==> config.mk <==
export PLATFORM = sky130hd
export DESIGN_NAME = bist_signature_analyzer
export DESIGN_NICKNAME = d
export VERILOG_FILES = /design/src/rtl/bist_signature_analyzer.sv
export SDC_FILE = /design/constraint.sdc
export NUM_CORES = 1
export LEC_CHECK = 0
export CAP_MARGIN = 20
export CORE_MARGIN = 5
export CORE_UTILIZATION = 35
export CTS_CLUSTER_DIAMETER = 80
export DETAILED_ROUTE_END_ITERATION = 7
export SLEW_MARGIN = 20
export SYNTH_ARGS = -nofsm -noshare
export SYNTH_HDL_FRONTEND = slang
export SYNTH_SLANG_ARGS = --single-unit
==> constraint.sdc <==
create_clock -name CLK -period 2.9 [get_ports CLK]
set_clock_uncertainty 0.05 [all_clocks]
set_input_delay 0.87 -clock CLK [delete_from_list [all_inputs] [get_ports CLK]]
set_output_delay 0.87 -clock CLK [all_outputs]
set_load 0.05 [all_outputs]
==> src/rtl/bist_signature_analyzer.sv <==
// Response compactor for the BIST controller: folds RESP into a MISR while a run
// is in progress, then compares signature and capture count against golden values.
module bist_signature_analyzer #(
  parameter int               WIDTH        = 8,
  parameter logic [WIDTH-1:0] POLY         = 8'hB8,
  parameter logic [WIDTH-1:0] SEED         = 8'hFF,
  parameter logic [WIDTH-1:0] GOLDEN       = 8'h00,
  parameter int               EXP_CAPTURES = 87
) (
  input  logic             CLK,
  input  logic             RESET,
  input  logic             RUNNING,
  input  logic             CAP_EN,
  input  logic             BIST_END,
  input  logic [WIDTH-1:0] RESP,
  input  logic             CLR,
  output logic [WIDTH-1:0] SIGNATURE,
  output logic [7:0]       CAPTURES,
  output logic             BUSY,
  output logic             DONE,
  output logic             PASS,
  output logic             FAIL
);

  typedef enum logic [1:0] {
    S_IDLE    = 2'd0,
    S_COMPACT = 2'd1,
    S_COMPARE = 2'd2,
    S_DONE    = 2'd3
  } state_t;

  state_t           state, state_nxt;
  logic [WIDTH-1:0] sig_nxt;
  logic [7:0]       cap_nxt;
  logic             pass_nxt, fail_nxt;
  logic             capture;
  logic             fb;
  logic             match;

  assign fb    = ^(SIGNATURE & POLY);
  assign match = (SIGNATURE == GOLDEN) && (CAPTURES == 8'(EXP_CAPTURES));

  always_comb begin
    // NOTE: every output of this block gets a default first, so no path infers a latch.
    state_nxt = state;
    sig_nxt   = SIGNATURE;
    cap_nxt   = CAPTURES;
    pass_nxt  = PASS;
    fail_nxt  = FAIL;
    capture   = RUNNING && CAP_EN && (state == S_IDLE || state == S_COMPACT);

    if (capture) begin
      sig_nxt = {SIGNATURE[WIDTH-2:0], fb} ^ RESP;
      if (CAPTURES != 8'hFF) cap_nxt = CAPTURES + 8'd1;
    end

    if (CLR) begin
      state_nxt = S_IDLE;
      sig_nxt   = SEED;
      cap_nxt   = 8'd0;
      pass_nxt  = 1'b0;
      fail_nxt  = 1'b0;
    end else begin
      case (state)
        S_IDLE: begin
          if (RUNNING) state_nxt = S_COMPACT;
        end
        S_COMPACT: begin
          // RUNNING dominates BIST_END; a drop without BIST_END is an aborted run.
          if (!RUNNING) begin
            if (BIST_END) begin
              state_nxt = S_COMPARE;
            end else begin
              state_nxt = S_DONE;
              pass_nxt  = 1'b0;
              fail_nxt  = 1'b1;
            end
          end
        end
        S_COMPARE: begin
          state_nxt = S_DONE;
          pass_nxt  = match;
          fail_nxt  = !match;
        end
        S_DONE: begin
          state_nxt = S_DONE;
        end
        default: begin
          state_nxt = S_IDLE;
          sig_nxt   = SEED;
          cap_nxt   = 8'd0;
          pass_nxt  = 1'b0;
          fail_nxt  = 1'b0;
        end
      endcase
    end
  end

  always_ff @(posedge CLK or posedge RESET) begin
    if (RESET) begin
      state     <= S_IDLE;
      SIGNATURE <= SEED;
      CAPTURES  <= 8'd0;
      PASS      <= 1'b0;
      FAIL      <= 1'b0;
    end else begin
      // NOTE: non-blocking so every register is updated from pre-edge values.
      state     <= state_nxt;
      SIGNATURE <= sig_nxt;
      CAPTURES  <= cap_nxt;
      PASS      <= pass_nxt;
      FAIL      <= fail_nxt;
    end
  end

  assign BUSY = (state == S_COMPACT) || (state == S_COMPARE);
  assign DONE = (state == S_DONE);

endmodule

* Yosys cells after proc, flatten, opt, wreduce, memory -nomap -nowiden
Index checks and enable logic that the tools add are counted.
** Word-level totals
- Register bits after elaboration :: 20
- Input port bits :: 14
- Output and inout port bits :: 20
- Logic and storage cells :: 49
** Operators by class
- $add $sub $neg :: 1
- Equality and inequality tests :: 8
- Multiplexer cells :: 18
- Bitwise logic cells :: 1
- Reduce and logical (&&, ||, !) cells :: 16
** Operators by type and width (count)
- $mux 8 :: 5
- $ne 3x3->1 const B :: 3
- $add 8x1->8 const B :: 1
- $eq 8x7->1 const B :: 1
- $logic_not 8->1 :: 1
- $ne 8x8->1 const B :: 1
- $reduce_xor 8->1 :: 1
- $xor 8x8->8 :: 1
- $mux 1 :: 7
- $mux 2 :: 3
- $pmux 2 s3 :: 1
- $eq 2x2->1 const B :: 2
- $pmux 1 s2 :: 2
- $reduce_and 2->1 :: 2
- $reduce_bool 2->1 :: 2
- $logic_and 1x1->1 :: 3
- $reduce_and 3->1 :: 1
- $reduce_bool 3->1 :: 1
- $eq 2x1->1 const B :: 1
- $logic_not 2->1 :: 1
- $logic_or 1x1->1 :: 2
- $reduce_or 2->1 :: 1
- $logic_not 1->1 :: 1

* Logic depth before layout (Yosys ltp)
- Depth after elaboration :: 5
- Depth in mapped cells :: 6
- Gate-level depth less buffers :: 6

* Least setup slack after synthesis
No wires, ideal clock.
- Kind :: reg-to-output
- Start :: register state[0]
- End :: output BUSY
- Arrival :: 1.000 ns
- Data required time :: 1.980 ns
- Path slack :: 0.980 ns
- Stages on the path, launching flop included :: 3
- Buffers on the path :: 0
- Path through :: dfrtp_1 > inv_1 > ha_1
** On the way
- Cells in the longest elaborated chain, start to end :: 2
** Ends and longest elaborated chain
- from (decl) :: RTL line 32 : state_t state, state_nxt;
- from (signal assigned) :: RTL line 108 : state <= state_nxt;
- $eq 2x1->1 / $eq 2x2->1 (equally long branches) :: RTL line 116 : assign BUSY = (state == S_COMPACT) || (state == S_COMPARE);
- $logic_or 1x1->1 * :: RTL line 116
- to (decl) :: RTL line 19 : output logic BUSY,
Every way passes the cells marked *; elsewhere a longest branch is shown, timed or not.

* Worst setup path in the final report
- Start :: register state[0]
- End :: output DONE
** On the way
- Cells in the longest elaborated chain, start to end :: 1
** Ends and longest elaborated chain
- $eq 2x2->1 :: RTL line 117 : assign DONE = (state == S_DONE);
- to (decl) :: RTL line 20 : output logic DONE,
No other way between the ends.

==> run_results.csv <==
group,metric,value,unit
min_path,hold_path_startpoint,"PASS",
synth,seq_area_frac_synth,42.5,%
synth,syn_nets,137,
setup_path,setup.worst_path.end_class,"output pin",
routing,dr_wl_met3,182,um
routing,wl_met2,1.38,mm
routing,antenna_left,0,
setup_path,cp-start-kind,"register",
final_layout,nets,174,
cts,clock_sinks,20,
cts,ctsHoldBuffers,0,
setup_path,critical_path.slowest_cell,"clkdlybuf4s50_1",
routing,via_count,998,
die,start_util,36.0,%
power_and_ir_drop,powerDensity,711,mW/mm^2
routing,route.detailed.drc,0,
synth,synth_edf_count,0,
setup_path,crit_path_max_fanout,5,
setup_path,reg2regPathDepth,6,
setup_path,r2r-start,"state[1]",
routing,post_drt_via_cell_ratio,5.07,
global_route,grt_max_degree,21,
sta,tightest_slew,0.773,ns
min_path,holdPathEnd,"PASS",
setup_path,cp.arrival,1.75,ns
global_route,grt_pass1_vias,1071,
cts,cts_setup_buffers,0,
sta,worst_slew_margin_rel,48.4,%
synth,yosysWarnings,0,
setup_path,crit_path_cell_trace,"ha_1, clkdlybuf4s50_1",
run,cap_violations,0,
sta,final_hold_viol_count,0,
synth,async_flop_share,100,%
global_route,grt_pass1_wl,4.57,mm
power_and_ir_drop,leakagePower,0.000709,uW
sta,finalCriticalPeriod,2.67,ns
placed_design,dp_hpwl,2.17,mm
sta,layout_worst_path_cycle_share,92.1,%
die,ioPinCount,34,
cts,clock_latency,0.30,ns
cts,cts_made_buffers,3,
synth,synth_commonest_cells,"nor2_1 (19), dfrtp_1 (12), xnor2_1 (10)",
setup_path,ff2ff_setup_slack,1.12,ns
setup_path,worst_ep_required_time,1.98,ns
min_path,whs_path_depth,1,
placed_design,port_buffers,33,
setup_path,worst-path-buf-inv,1,
setup_path,r2r_end,"CAPTURES[7]",
final_layout,fin_cells,197,
routing,drt_iter0_drc,50,
routing,wl_met1,1.20,mm
sta,fin_tns_setup,0,ns
min_path,hold_path_class,"reg2reg",
die,die_h,68.6,um
synth,avgSynthCellArea,10.4,sq um
setup_path,path_class,"reg2out",
synth,synth_ff_type,"dfrtp_1",
synth,synth.area.top_cells,"dfrtp_1 (25%), dfstp_2 (18%), ha_1 (8.3%)",
die,die_area,0.00470,sq mm
cts,h-tree-depth,1,
global_route,antenna_found_initial,0,
routing,firstDrtPassIters,4,
cts,cts_tree,"built",
synth,syn_area,0.00120,sq mm
sta,slew_violations,0,
synth,yosysMostFrequentCell,"nor2_1",
synth,postSynthCellCount,115,
synth,ys_seq_elements,20,
global_route,grt_usage,13.1,%
die,die_w,68.6,um
die,core-area,0.00334,sq mm
cts,cts_root_buffer,"clkbuf_4",
synth,synth_top_cell_by_area,"dfrtp_1",
sta,rsz0062_at_grt,"false",
placed_design,dp_cells,193,
routing,totalWireLength,2.82,mm
final_layout,drive_above_1_share,13.9,%
sta,report.final.setup_viol,0,
global_route,grt_overflow,0,
synth,synth.distinct_cells,37,
die,placementRows,21,
setup_path,crit_path_start,"state[0]",
outcome,outcome,"complete, no violations",
setup_path,max_stage_delay,0.81,ns
final_layout,antenna_cells,0,
cts,clk_path_buf_depth,2,
synth,netlist.area_leader.share,25.0,%
routing,wl_per_cell,14.3,um
power_and_ir_drop,ir_drop,0.307,mV
final_layout,area.growth.synth_to_final,35.8,%
placed_design,routabilityCongestion,0.851,
setup_path,cpLargestDelayFamily,"buffers and inverters",
cts,clk_pin_slew,0.11,ns
routing,dr.max_layer_used,"met4",
sta,max_freq,375,MHz
[cells by family (layout without fill, tap and decap cells)]
kind of cell	after synthesis	in the layout	share of synthesized area, %
simple gates	36	36	15.1
compound gates	23	23	16.6
buf+inv	9	45	2.92
mux	4	4	3.55
fa+ha+maj	8	8	8.34
flops	20	20	42.5
xor+xnor	15	15	10.9
[area by class of cell]
| type | count | area (sq um) |
|---|---|---|
| Tap cell | 46 | 57.6 |
| Clock buffer | 4 | 36.3 |
| Timing Repair Buffer | 35 | 348 |
| Inverter | 6 | 22.5 |
| Multi-Input combinational cell | 86 | 654 |
| Sequential cell | 20 | 510 |
| Fill cell | 335 | 1710 |
[worst max-delay path by stage]
stage / end / slack (ns) / cells past startpoint
global route: DONE / 0.17 / 2
finish: DONE / 0.23 / 2
CTS: BUSY / 0.07 / 3
detailed placement: BUSY / 0.42 / 3
floorplan: BUSY / 0.98 / 2
global placement: BUSY / 0.45 / 3
[report_power, final]
group | switching (uW) | internal, uW | leakage, uW
Clock | 86.9 | 76.6 | 0.0000210
Combinational | 365 | 232 | 0.000441
Sequential | 56.7 | 341 | 0.000247
[layer usage]
| metal | track usage [%] | vias to the layer above |
|---|---|---|
| li1 | - | 481 |
| met1 | 14.6 | 475 |
| met5 | 0 | - |
| met4 | 7.44 | 0 |
| met3 | 3.40 | 8 |
| met2 | 22.4 | 34 |
[metrics by stage]
stage	util, %	total power (uW)	area, sq um	hold slack, ns	worst slack, ns
final	48.8	1160	1630	0.476	0.230
after global routing	48.8	1230	1630	0.503	0.171
after CTS	48.7	1180	1630	0.480	0.0660
after detailed placement	47.7	1010	1590	0.454	0.424
after global placement	47.7	990	1590	0.440	0.453
after floorplan	-	831	1200	0.529	0.980
[state kept, by name, summed over array words and instances (netlist names)]
name / cells
state: 2
FAIL: 1
PASS: 1
CAPTURES: 8
SIGNATURE: 8
[cells in the final DEF (no fill, tap or decap), drive strengths merged, types with 2 or more instances in the layout]
cell type,synthesis,final
nor2,19,19
dfrtp,12,12
mux2,2,2
nor4b,2,2
xor2,5,5
nor3,2,2
nand4,2,2
a211o,8,8
a311oi,2,2
mux2i,2,2
xnor2,10,10
o211ai,4,4
nand2,2,2
buf,2,2
dfstp,8,8
and3,2,2
ha,8,8
clkbuf,1,4
a21oi,2,2
inv,6,6
clkdlybuf4s50,0,32
[timing repair]
action                     in CTS  in global routing
gates resized for setup         0                  1
hold endpoints to repair        0                  0
setup endpoints to repair       0                  1
No activity file was read; power rests on OpenSTA's default activity.
